File: src/rtl/serial_arith_pkg.sv
// Shared definitions for the digit-serial arithmetic units: FSM state
// encoding, default operand geometry and the derived digit count.
package serial_arith_pkg;

  typedef enum logic [1:0] {
    ST_IDLE = 2'd0,
    ST_RUN  = 2'd1,
    ST_DONE = 2'd2
  } state_e;

  localparam int DEF_WIDTH = 32;
  localparam int DEF_DIGIT = 4;
  localparam int DEF_NDIG  = DEF_WIDTH / DEF_DIGIT;
  localparam int DEF_CNT_W = (DEF_NDIG > 1) ? $clog2(DEF_NDIG) : 1;

  // Counter width for a given digit count; never narrower than one bit.
  function automatic int cnt_width(input int ndig);
    return (ndig > 1) ? $clog2(ndig) : 1;
  endfunction

endpackage

File: src/rtl/digit_subtractor.sv
// Combinational DIGIT-bit borrow-ripple subtractor: {bout, d} = x - y - bin.
module digit_subtractor
  import serial_arith_pkg::*;
#(
  parameter int DIGIT = DEF_DIGIT
) (
  input  logic [DIGIT-1:0] x,
  input  logic [DIGIT-1:0] y,
  input  logic             bin,
  output logic [DIGIT-1:0] d,
  output logic             bout
);

  always_comb begin
    logic br;
    br = bin;
    d  = '0;
    for (int i = 0; i < DIGIT; i++) begin
      d[i] = x[i] ^ y[i] ^ br;
      // Borrow when x[i] is smaller than y[i] + incoming borrow.
      br   = (~x[i] & (y[i] | br)) | (y[i] & br);
    end
    bout = br;
  end

endmodule

File: src/rtl/serial_subtractor32.sv
// Digit-serial subtractor: DIFF = A - B - Bin, DIGIT bits per clock, with a
// start/busy/done handshake and held result registers.
module serial_subtractor32
  import serial_arith_pkg::*;
#(
  parameter int WIDTH = DEF_WIDTH,
  parameter int DIGIT = DEF_DIGIT
) (
  input  logic             clk,
  input  logic             rst_n,
  input  logic             start,
  input  logic [WIDTH-1:0] a,
  input  logic [WIDTH-1:0] b,
  input  logic             bin,
  output logic             busy,
  output logic             done,
  output logic [WIDTH-1:0] diff,
  output logic             bout,
  output logic             ovf
);

  localparam int NDIG  = WIDTH / DIGIT;
  localparam int CNT_W = cnt_width(NDIG);

  if ((WIDTH % DIGIT) != 0) begin : g_bad_digit
    $error("serial_subtractor32: WIDTH must be a multiple of DIGIT");
  end

  state_e           state_q, state_d;
  logic [WIDTH-1:0] a_q, a_d;
  logic [WIDTH-1:0] b_q, b_d;
  logic [WIDTH-1:0] res_q, res_d;
  logic [WIDTH-1:0] diff_q, diff_d;
  logic [CNT_W-1:0] cnt_q, cnt_d;
  logic             borrow_q, borrow_d;
  logic             sa_q, sa_d;
  logic             sb_q, sb_d;
  logic             bout_q, bout_d;
  logic             ovf_q, ovf_d;

  logic [DIGIT-1:0] dig_d;
  logic             dig_bout;
  logic [WIDTH-1:0] res_shift;

  digit_subtractor #(.DIGIT(DIGIT)) u_digit (
    .x    (a_q[DIGIT-1:0]),
    .y    (b_q[DIGIT-1:0]),
    .bin  (borrow_q),
    .d    (dig_d),
    .bout (dig_bout)
  );

  // New digit enters at the top so the LSB digit ends up at bit 0 after NDIG steps.
  assign res_shift = (res_q >> DIGIT) | (WIDTH'(dig_d) << (WIDTH - DIGIT));

  always_comb begin
    state_d  = state_q;
    a_d      = a_q;
    b_d      = b_q;
    res_d    = res_q;
    cnt_d    = cnt_q;
    borrow_d = borrow_q;
    sa_d     = sa_q;
    sb_d     = sb_q;
    diff_d   = diff_q;
    bout_d   = bout_q;
    ovf_d    = ovf_q;

    case (state_q)
      ST_IDLE, ST_DONE: begin
        if (start) begin
          a_d      = a;
          b_d      = b;
          borrow_d = bin;
          sa_d     = a[WIDTH-1];
          sb_d     = b[WIDTH-1];
          res_d    = '0;
          cnt_d    = '0;
          state_d  = ST_RUN;
        end else begin
          state_d  = ST_IDLE;
        end
      end
      ST_RUN: begin
        a_d      = a_q >> DIGIT;
        b_d      = b_q >> DIGIT;
        res_d    = res_shift;
        borrow_d = dig_bout;
        cnt_d    = cnt_q + 1'b1;
        // Results are captured on the last digit so they are valid during DONE.
        if (cnt_q == CNT_W'(NDIG - 1)) begin
          state_d = ST_DONE;
          diff_d  = res_shift;
          bout_d  = dig_bout;
          ovf_d   = (sa_q ^ sb_q) & (res_shift[WIDTH-1] ^ sa_q);
        end
      end
      default: state_d = ST_IDLE;
    endcase
  end

  always_ff @(posedge clk or negedge rst_n) begin
    if (!rst_n) begin
      state_q  <= ST_IDLE;
      a_q      <= '0;
      b_q      <= '0;
      res_q    <= '0;
      cnt_q    <= '0;
      borrow_q <= 1'b0;
      sa_q     <= 1'b0;
      sb_q     <= 1'b0;
      diff_q   <= '0;
      bout_q   <= 1'b0;
      ovf_q    <= 1'b0;
    end else begin
      state_q  <= state_d;
      a_q      <= a_d;
      b_q      <= b_d;
      res_q    <= res_d;
      cnt_q    <= cnt_d;
      borrow_q <= borrow_d;
      sa_q     <= sa_d;
      sb_q     <= sb_d;
      diff_q   <= diff_d;
      bout_q   <= bout_d;
      ovf_q    <= ovf_d;
    end
  end

  assign busy = (state_q == ST_RUN);
  assign done = (state_q == ST_DONE);
  assign diff = diff_q;
  assign bout = bout_q;
  assign ovf  = ovf_q;

endmodule

File: config.mk
export PLATFORM = sky130hd
export DESIGN_NAME = serial_subtractor32
export DESIGN_NICKNAME = d
export VERILOG_FILES = /design/src/rtl/serial_arith_pkg.sv /design/src/rtl/digit_subtractor.sv /design/src/rtl/serial_subtractor32.sv
export SDC_FILE = /design/constraint.sdc
export NUM_CORES = 1
export LEC_CHECK = 0
export CAP_MARGIN = 20
export CORE_ASPECT_RATIO = 0.5
export CORE_MARGIN = 4
export CORE_UTILIZATION = 30
export DETAILED_ROUTE_END_ITERATION = 10
export GPL_TIMING_DRIVEN = 0
export HOLD_SLACK_MARGIN = 0.12
export SYNTH_ARGS = -nofsm -noshare
export SYNTH_HDL_FRONTEND = slang
export SYNTH_SLANG_ARGS = --single-unit
File: constraint.sdc
create_clock -name clk -period 3 [get_ports clk]
set_input_delay 0.6 -clock clk [delete_from_list [all_inputs] [get_ports clk]]
set_output_delay 0.6 -clock clk [all_outputs]
set_load 0.005 [all_outputs]
==> flow_summary_export.csv, run 1 <==
group,metric,value,unit
global_route,grt_pass1_vias,4214,
global_route,gr-total-overflow,0,
cts,clk_latency,0.42,ns
power_and_ir_drop,p_clk_share,25.6,%
route,postRouteAntennaNets,0,
die,ioPinCount,104,
final_layout,num_antenna_cells,0,
timing,rsz0062_at_grt,"false",
die,dieWidth,201,microns
final_layout,nets,706,
synthesis,avgSynthCellArea,11.0,sq um
critical_path,startpoint_type,"flop",
route,viasPerCell,4.70,
die,die_h,105,microns
critical_path,critical_path.max_fanout,4,
route,wl_per_cell,15.6,microns
timing,timing.fmax,0.403,GHz
final_layout,drive_gt1_share,16.3,%
route,routed-via-count,4134,
cts,clockRootBuffer,"clkbuf_16",
final_layout,areaGrowthSynthToFinish,35.6,%
min_path,whs_path_depth,1,
synthesis,synth-edff-count,0,
synthesis,synth_most_common_cell,"dfrtp_1",
placement,place_hpwl,9630,microns
critical_path,path_cells,"inv_1, fa_1, inv_1, fa_1, fa_1, inv_1, fa_1, nor3b_1, a21oi_1, o21ai_0",
timing,final_hold_viol_count,0,
timing,finClkSkew,0.00768,ns
critical_path,crit_type,"reg2reg",
cts,postCtsSetupBuffers,0,
die,rows,34,
route,drt-total-wl,13700,microns
power_and_ir_drop,power_switching,2.93,mW
cts,cts_max_level,4,
synthesis,synth_area_leaders,"dfrtp_1, nand2_1, a31oi_1, a22o_1, nor2_1",
timing,drv_slew,0,
power_and_ir_drop,internal-power,5.70,mW
placement,port_buffers,103,
run,maxCapViolCount,0,
power_and_ir_drop,p_leak,3.43,nW
cts,cts_buffers,17,
cts,cts_tree,"done",
timing,hold_ws,0.492,ns
timing,setup_viol,0,
route,remaining_drc_errors,0,
placement,place_congestion,0.774,
synthesis,syn_inst,508,
global_route,grtUsageTotal,13.3,%
critical_path,critPathLaunch,"a_q[0]",
global_route,grt_pass1_wl,22800,microns
power_and_ir_drop,switching_share,33.9,%
synthesis,synth_area,5590,sq um
critical_path,path_delay_family,"adder cells",
power_and_ir_drop,worst_ir_drop_vdd,0.000637,V
critical_path,crit_required,3.34,ns
synthesis,synth_top_cell_by_area,"dfrtp_1",
synthesis,syn_nets,582,
power_and_ir_drop,combPwrFrac,37.1,%
synthesis,synthFlopType,"dfrtp_1",
critical_path,crit_arrival,2.82,ns
power_and_ir_drop,seq_power_share,37.3,%
route,drt_iter0_drc,302,
die,fp.dieArea,21000,sq um
timing,period_needed,2.48,ns
timing,fin_crit_sh,82.7,%
critical_path,endpoint_kind,"flop",
cts,clkTransAtPathRegs,0.06,ns
cts,clockBufferDepth,2,
timing,worst_pin_slew,0.447,ns
die,core,17800,sq um
critical_path,cp_slowest_cell,"fa_1",
final_layout,fillCellCount,1689,
synthesis,synth_cell_types,25,
synthesis,ys.warnings.count,0,
critical_path,crit-reg2reg-launch,"a_q[0]",
route,first_pass_iters,4,
cts,clock-sinks,134,
global_route,grt_antenna_before_repair,0,
critical_path,crit_path_max_incr_delay,0.47,ns
status,status,"completed",
power_and_ir_drop,power_density,1140,nW/um^2
synthesis,synthArstFlopShare,100,%
critical_path,cpMostUsedCell,"fa_1",
min_path,min_from,"cnt_q[0]",
critical_path,ff2ff_path_depth,10,
synthesis,ys_seq_elements,134,
min_path,hold_class,"reg2reg",
timing,slew_headroom,70.2,%
critical_path,cp_num_cells,10,
synthesis,synth_top_area_share,60.0,%
synthesis,seq_area_frac_synth,60.0,%
die,start_util,31.4,%
global_route,grt_max_degree,90,
synthesis,synth_top_cells_by_count,"dfrtp_1, nand2_1, a31oi_1, nor2_1, a22o_1",
critical_path,crit_buf_inv,3,
timing,setup-tns-final,0,ns
[worst reg2reg max path, stage by stage (launching register included)]
cell     delay [ns]
dfrtp_1        0.38
inv_1          0.08
fa_1           0.18
inv_1          0.06
fa_1           0.39
fa_1           0.37
inv_1          0.07
fa_1           0.47
nor3b_1        0.22
a21oi_1        0.06
o21ai_0        0.13
[power groups by stage]
stage,Combinational (mW),Clock (mW),Sequential [mW]
floorplan,2.08,0,3.10
global placement,3.16,0,3.24
detailed placement,3.22,0,3.26
CTS,3.25,2.24,3.23
global route,3.60,2.32,3.34
finish,3.20,2.20,3.22
[metrics by stage]
| step | util (%) | instance area [sq um] | power, mW | instances | worst slack, ns |
|---|---|---|---|---|---|
| 5_1_grt | 42.5 | 7580 | 9.26 | 879 | 0.337 |
| 3_3_place_gp | 38.8 | 6920 | 6.40 | 845 | -3.99 |
| 2_1_floorplan | - | 5590 | 5.18 | 508 | 0.694 |
| 3_5_place_dp | 39.0 | 6940 | 6.47 | 846 | 0.523 |
| 6_report | 42.5 | 7580 | 8.62 | 879 | 0.520 |
| 4_1_cts | 42.5 | 7580 | 8.72 | 879 | 0.507 |
[flip-flops by register name, indices dropped and copies added, names as in the netlist]
register,count
a_q,32
b_q,32
diff,32
res_q,28
cnt_q,3
state_q,2
borrow_q,1
bout,1
ovf,1
sa_q,1
sb_q,1
[area by class of cell]
type	instances	area, sq um	area share [%]
tap	234	293	3.86
buffer	39	253	3.33
sequential	134	3350	44.2
clock inverter	14	188	2.48
clock buffer	18	439	5.79
timing repair buffer	105	1070	14.1
inverter	8	30.0	0.396
multi-input combinational	327	1960	25.8
[final timing paths]
check / endpoint / slack (ns)
max reg2reg: ovf / 0.52
max in group asynchronous: diff[10] / 1.53
min in group asynchronous: b_q[18] / 0.67
max: ovf / 0.52
min reg2reg: cnt_q[0] / 0.49
min: cnt_q[0] / 0.49
[layer usage]
layer | vias to the layer above | GRT usage [%] | routed length, microns | part of all wire [%]
met1 | 2050 | 18.5 | 6530 | 48
met4 | 0 | 4.27 | 178 | 1.3
met5 | - | 0 | 0 | 0
met2 | 65 | 20.9 | 6480 | 47
li1 | 2004 | - | - | -
met3 | 15 | 3.19 | 507 | 3.7
[cells in the final DEF, fill, tap and decap left out]
cell and count:
a21oi_1 1, a22o_1 36, a31oi_1 57, buf_16 1, buf_2 28, buf_4 1, buf_6 10, bufinv_16 3
clkbuf_1 1, clkbuf_16 17, clkbuf_8 1, clkdlybuf4s50_1 102, clkinv_4 3, clkinvlp_4 1, dfrtp_1 134, dlygate4sd3_1 1
fa_1 4, ha_1 2, inv_1 7, inv_2 1, inv_6 6, inv_8 1, mux2_2 18, mux2_4 13
nand2_1 123, nand2b_1 2, nand3_1 1, nand3b_1 1, nor2_1 57, nor2_2 1, nor2b_1 3, nor3b_1 1
o21ai_0 4, o21ai_1 1, o2bb2ai_1 2
[repair_timing]
| action | in CTS | in global routing |
|---|---|---|
| hold buffers | 1 | 0 |
| hold endpoints to repair | 6 | 0 |
| gates resized for setup | 0 | 0 |
[cells by family (layout without fill, tap and decap cells)]
kind of cell,Yosys count,in the layout,synth area share (%)
AOI/OAI and AO/OA,101,101,12.9
adders and majority gates,6,6,1.88
DFF,134,134,60.0
muxes,31,31,7.12
buffers and inverters,47,184,5.06
and+or+nand+nor,189,189,13.1
Note: power is estimated with default switching activity, not from simulation.
==> run 2, diff against run 1 <==
Clock period 3 ns to 2.2 ns, I/O delays scaled along.
==> run 2 against run 1 <==
Effect of this change:
- critical endpoint unchanged
- sequential share of layout area is 0.11 points higher
- the flow now finishes with violations (setup timing)
- flip-flop and latch count is the same
- clock-buffer cell count down 1
- total power increased by 35%
- first-iteration DRC count down 1.7%
- largest power group is now combinational logic
- setup slack got worse by 0.61 ns
==> flow_summary_export.csv, run 2 (synthesized netlist as in run 1, its figures left out) <==
group,metric,value,unit
critical_path,endpoint_kind,"flop",
critical_path,cpMostUsedCell,"fa_2",
timing,drv_slew,0,
power_and_ir_drop,seq_power_share,37.7,%
cts,clockRootBuffer,"clkbuf_16",
die,core,17800,sq um
timing,finClkSkew,0.0136,ns
power_and_ir_drop,combPwrFrac,38.6,%
placement,place_hpwl,9830,microns
die,start_util,31.4,%
route,viasPerCell,4.67,
cts,cts_tree,"done",
global_route,grt_max_degree,70,
timing,timing.fmax,0.437,GHz
global_route,grt_pass1_wl,22900,microns
route,first_pass_iters,5,
cts,clk_latency,0.42,ns
route,drt-total-wl,13800,microns
timing,fin_crit_sh,104,%
final_layout,layout.cells.non_filler,880,
route,wl_per_cell,15.7,microns
critical_path,critical_path.max_fanout,3,
die,rows,34,
min_path,hold_class,"reg2reg",
critical_path,crit_path_max_incr_delay,0.45,ns
critical_path,crit_required,2.54,ns
placement,place_congestion,0.762,
status,violations,"setup timing",
critical_path,cp_slowest_cell,"fa_2",
power_and_ir_drop,internal-power,7.51,mW
die,ioPinCount,104,
die,fp.dieArea,21000,sq um
placement,dp.cells,846,
die,dieWidth,201,microns
critical_path,crit_type,"reg2reg",
final_layout,nets,707,
critical_path,cp_num_cells,10,
final_layout,num_antenna_cells,0,
critical_path,critPathLaunch,"a_q[0]",
timing,worst_pin_slew,0.635,ns
final_layout,layout_common_cells,"dfrtp_1, nand2_1, clkdlybuf4s50_1",
power_and_ir_drop,power_switching,4.11,mW
route,routed-via-count,4111,
critical_path,worstReg2RegEnd,"ovf",
final_layout,final_common_cell,"dfrtp_1",
run,maxCapViolCount,0,
power_and_ir_drop,worst_ir_drop_vdd,0.000917,V
timing,period_needed,2.29,ns
critical_path,endpoint,"ovf",
global_route,grt_antenna_before_repair,0,
cts,cts_max_level,4,
final_layout,fillCellCount,1665,
cts,cts_buffers,17,
route,postRouteAntennaNets,0,
timing,slew_headroom,57.7,%
timing,setup_viol,3,
route,drt_iter0_drc,297,
cts,clockBufferDepth,2,
die,die_h,105,microns
global_route,gr-total-overflow,0,
critical_path,crit-reg2reg-launch,"a_q[0]",
power_and_ir_drop,p_leak,3.41,nW
global_route,grtUsageTotal,13.5,%
power_and_ir_drop,p_clk_share,23.6,%
final_layout,areaGrowthSynthToFinish,35.2,%
timing,rsz0062_at_grt,"true",
critical_path,ff2ff_path_depth,10,
critical_path,startpoint_type,"flop",
critical_path,path_delay_family,"adder cells",
final_layout,drive_gt1_share,17.3,%
cts,clkTransAtPathRegs,0.06,ns
critical_path,rrSetupSlack,-0.09,ns
global_route,grt_pass1_vias,4241,
status,status,"finished with violations",
power_and_ir_drop,power_density,1540,nW/um^2
cts,clock-sinks,134,
power_and_ir_drop,switching_share,35.4,%
critical_path,crit_buf_inv,3,
timing,fin_ws,-0.0893,ns
route,remaining_drc_errors,0,
timing,final_hold_viol_count,0,
timing,hold_ws,0.494,ns
critical_path,path_cells,"inv_2, fa_1, inv_1, fa_2, fa_2, inv_2, fa_2, nor3b_2, a21oi_1, o21ai_1",
placement,port_buffers,103,
critical_path,crit_arrival,2.63,ns
[run 2: changes by cell type in the layout (fill, tap and decap cells not counted), moves of 3 or more]
cell	change
fa_2	+3
clkinv_8	+3
bufinv_16	-3
fa_1	-3
[run 2: what timing repair did]
item                                    4_1_cts  5_1_grt
gates resized for setup                       5        1
pin swaps                                     1        1
hold buffers                                  1        0
hold endpoints to repair                     65        0
endpoints found under the setup margin        4        4
setup buffers                                 1        1
[run 2: how the worst min path moves through the flow]
| stage | startpoint | end | slack, ns | cells after the start |
|---|---|---|---|---|
| after floorplan | rst_n | a_q[0] | 0.14 | 0 |
| after global placement | cnt_q[0] | cnt_q[0] | 0.48 | 1 |
| after detailed placement | rst_n | b_q[21] | 0.48 | 1 |
| after CTS | cnt_q[0] | cnt_q[0] | 0.49 | 1 |
| after global routing | a_q[31] | a_q[31] | 0.51 | 1 |
| final | cnt_q[0] | cnt_q[0] | 0.49 | 1 |
[run 2: cell type report]
cell class	count	area [sq um]	area share, %
Sequential cell	134	3350	44.3
Multi-Input combinational cell	327	1970	26.0
Timing Repair Buffer	107	1080	14.3
Clock buffer	17	425	5.63
Tap cell	234	293	3.87
Buffer	38	248	3.28
Clock inverter	15	158	2.08
Inverter	8	32.5	0.430
[run 2: per-stage QoR]
stage	power, mW	instance area [sq um]	util (%)	setup TNS, ns	setup slack [ns]
after floorplan	7.08	5600	-	0	0.0113
after global placement	8.75	6920	38.8	-614.04	-4.59
after detailed placement	8.87	6950	39.0	-0.260	-0.182
after CTS	11.7	7550	42.4	-0.244	-0.111
after global routing	12.5	7560	42.4	-0.434	-0.203
final	11.6	7560	42.4	-0.138	-0.0893
[run 2: metal layers]
metal,global-route usage (%),wire (microns),up-vias
met4,4.86,110,0
met3,2.91,527,10
met1,18.6,6460,2028
li1,-,-,1998
met5,0,0,-
met2,21.4,6720,75
[run 2: power groups by stage]
stage	registers [mW]	logic [mW]	clock network, mW
floorplan	4.23	2.85	0
global placement	4.42	4.33	0
detailed placement	4.44	4.43	0
CTS	4.40	4.54	2.80
global route	4.56	5.01	2.90
finish	4.39	4.49	2.75
==> run 3, diff against run 2 <==
Settings changed: CELL_PAD_IN_SITES_DETAIL_PLACEMENT set to 0, CELL_PAD_IN_SITES_GLOBAL_PLACEMENT set to 2, PLACE_DENSITY_LB_ADDON set to 0.1.
==> run 3 against run 2 <==
Effect of this change:
- the run still ends with setup timing left
- via count shrank 0.85%
- clock-buffer cell count up 1
- first-iteration DRC count decreased by 26%
- maximum frequency fell by 0.76%
- total power increased by 3.9%
- non-clock buffer count is 1 higher
- die area stayed put
- combinational power rose by 1%
- clock power rose by 14%
- sequential share of layout area decreased by 0.44 points
- largest cell class unchanged
- largest power group unchanged
==> flow_summary_export.csv, run 3 (synthesized netlist as in run 1, its figures left out) <==
group,metric,value,unit
status,status,"finished with violations",
status,violations,"setup timing",
min_path,hold_end,"cnt_q[0]",
die,start_util,31.4,%
critical_path,cp_slowest_cell,"fa_2",
power_and_ir_drop,switching_share,34.0,%
critical_path,rrSetupSlack,-0.11,ns
timing,slew_headroom,68.1,%
final_layout,final_common_cell,"dfrtp_1",
critical_path,crit_type,"reg2reg",
timing,fin_crit_sh,105,%
final_layout,layout_common_cells,"dfrtp_1, nand2_1, clkdlybuf4s50_1",
cts,clockRootBuffer,"clkbuf_16",
critical_path,path_cells,"inv_2, fa_1, inv_1, fa_2, fa_2, inv_2, fa_2, nor3b_2, a21oi_1, o21ai_1",
timing,final_hold_viol_count,0,
die,die_h,105,microns
power_and_ir_drop,power_switching,4.10,mW
route,remaining_drc_errors,0,
power_and_ir_drop,p_clk_share,26.0,%
critical_path,worstReg2RegEnd,"ovf",
power_and_ir_drop,worst_ir_drop_vdd,0.000687,V
power_and_ir_drop,p_leak,3.45,nW
critical_path,crit-reg2reg-launch,"a_q[0]",
critical_path,critical_path.max_fanout,3,
die,core,17800,sq um
critical_path,cpMostUsedCell,"fa_2",
critical_path,crit_path_max_incr_delay,0.45,ns
final_layout,nets,708,
min_path,whs_path_depth,1,
critical_path,startpoint_type,"flop",
timing,fin_ws,-0.107,ns
timing,rsz0062_at_grt,"true",
power_and_ir_drop,seq_power_share,36.4,%
placement,place_area,6950,sq um
cts,clock-sinks,134,
critical_path,crit_required,2.54,ns
timing,worst_pin_slew,0.479,ns
route,routed-via-count,4076,
route,wl_per_cell,16.6,microns
timing,finClkSkew,0.00658,ns
route,first_pass_iters,4,
timing,drv_slew,0,
global_route,grt_pass1_vias,4372,
run,maxCapViolCount,0,
critical_path,ff2ff_path_depth,10,
cts,cts_tree,"done",
cts,cts_buffers,17,
placement,port_buffers,103,
placement,place_congestion,0.705,
final_layout,areaGrowthSynthToFinish,36.6,%
timing,period_needed,2.31,ns
cts,clkTransAtPathRegs,0.06,ns
power_and_ir_drop,power_density,1580,nW/um^2
min_path,hold_class,"reg2reg",
route,viasPerCell,4.63,
global_route,grt_max_degree,96,
die,ioPinCount,104,
final_layout,utilization,42.8,%
die,fp.dieArea,21000,sq um
critical_path,endpoint_kind,"flop",
global_route,grtUsageTotal,14.4,%
timing,timing.fmax,0.433,GHz
final_layout,num_antenna_cells,0,
die,dieWidth,201,microns
global_route,gr-total-overflow,0,
power_and_ir_drop,internal-power,7.98,mW
min_path,min_from,"cnt_q[0]",
critical_path,critPathLaunch,"a_q[0]",
cts,clockBufferDepth,2,
global_route,grt_pass1_wl,23900,microns
power_and_ir_drop,combPwrFrac,37.6,%
cts,clk_latency,0.42,ns
timing,setup_viol,3,
route,drt_iter0_drc,220,
final_layout,drive_gt1_share,17.5,%
route,postRouteAntennaNets,0,
critical_path,crit_arrival,2.65,ns
global_route,grt_antenna_before_repair,0,
route,drt-total-wl,14600,microns
die,rows,34,
final_layout,final_cell_area,7640,sq um
placement,pre_cts_ws,-0.238,ns
power_and_ir_drop,p_total,12.1,mW
placement,place_hpwl,10000,microns
cts,cts_max_level,4,
==> run 3: power by group through the flow <==
stage / Clock [mW] / Combinational (mW) / Sequential, mW
2_1_floorplan: 0 / 2.85 / 4.23
3_3_place_gp: 0 / 4.45 / 4.44
3_5_place_dp: 0 / 4.50 / 4.44
4_1_cts: 3.23 / 4.63 / 4.41
5_1_grt: 3.33 / 5.12 / 4.56
6_report: 3.14 / 4.54 / 4.40
==> run 3: critical path, delay by kind of cell, from the launching register on <==
kind,cells,cell delay (ns)
buf+inv,3,0.20
compound gates,2,0.17
fa+ha+maj,4,1.29
flops,1,0.38
simple gates,1,0.20
==> run 3: layout make-up <==
cell class,count,area (sq um)
Buffer,38,248
Clock buffer,18,439
Clock inverter,14,211
Fill cell,1718,10200
Inverter,8,32.5
Multi-Input combinational cell,327,1970
Sequential cell,134,3350
Tap cell,234,293
Timing Repair Buffer,108,1090
==> run 3: layer usage <==
layer  vias to the layer above  track usage, %  wire, microns
li1                       2001               -              -
met5                         -               0              0
met1                      1985            21.3           7660
met3                        13            3.50            519
met4                         0            4.56            166
met2                        77            20.7           6240
==> run 3: how the worst max path moves through the flow <==
stage | end | slack [ns] | cells after the start
floorplan | ovf | 0.01 | 10
global placement | diff[0] | -5.00 | 1
detailed placement | ovf | -0.24 | 10
CTS | ovf | -0.11 | 10
global route | ovf | -0.22 | 10
finish | ovf | -0.11 | 10
==> run 3: stage by stage <==
stage               hold WS (ns)  cells  setup TNS (ns)
finish                     0.491    881          -0.131
global route               0.509    881          -0.476
CTS                        0.500    881          -0.218
detailed placement         0.391    846          -0.304
global placement           0.474    845         -667.45
floorplan                  0.144    508               0
==> run 3: timing repair <==
item / in CTS / in global routing
cloned: 0 / 0
buffers inserted: 3 / 0
endpoints found under the setup margin: 5 / 3
hold endpoints to repair: 39 / 0
gates resized for setup: 4 / 2
hold buffers: 1 / 0
pin swaps: 1 / 2
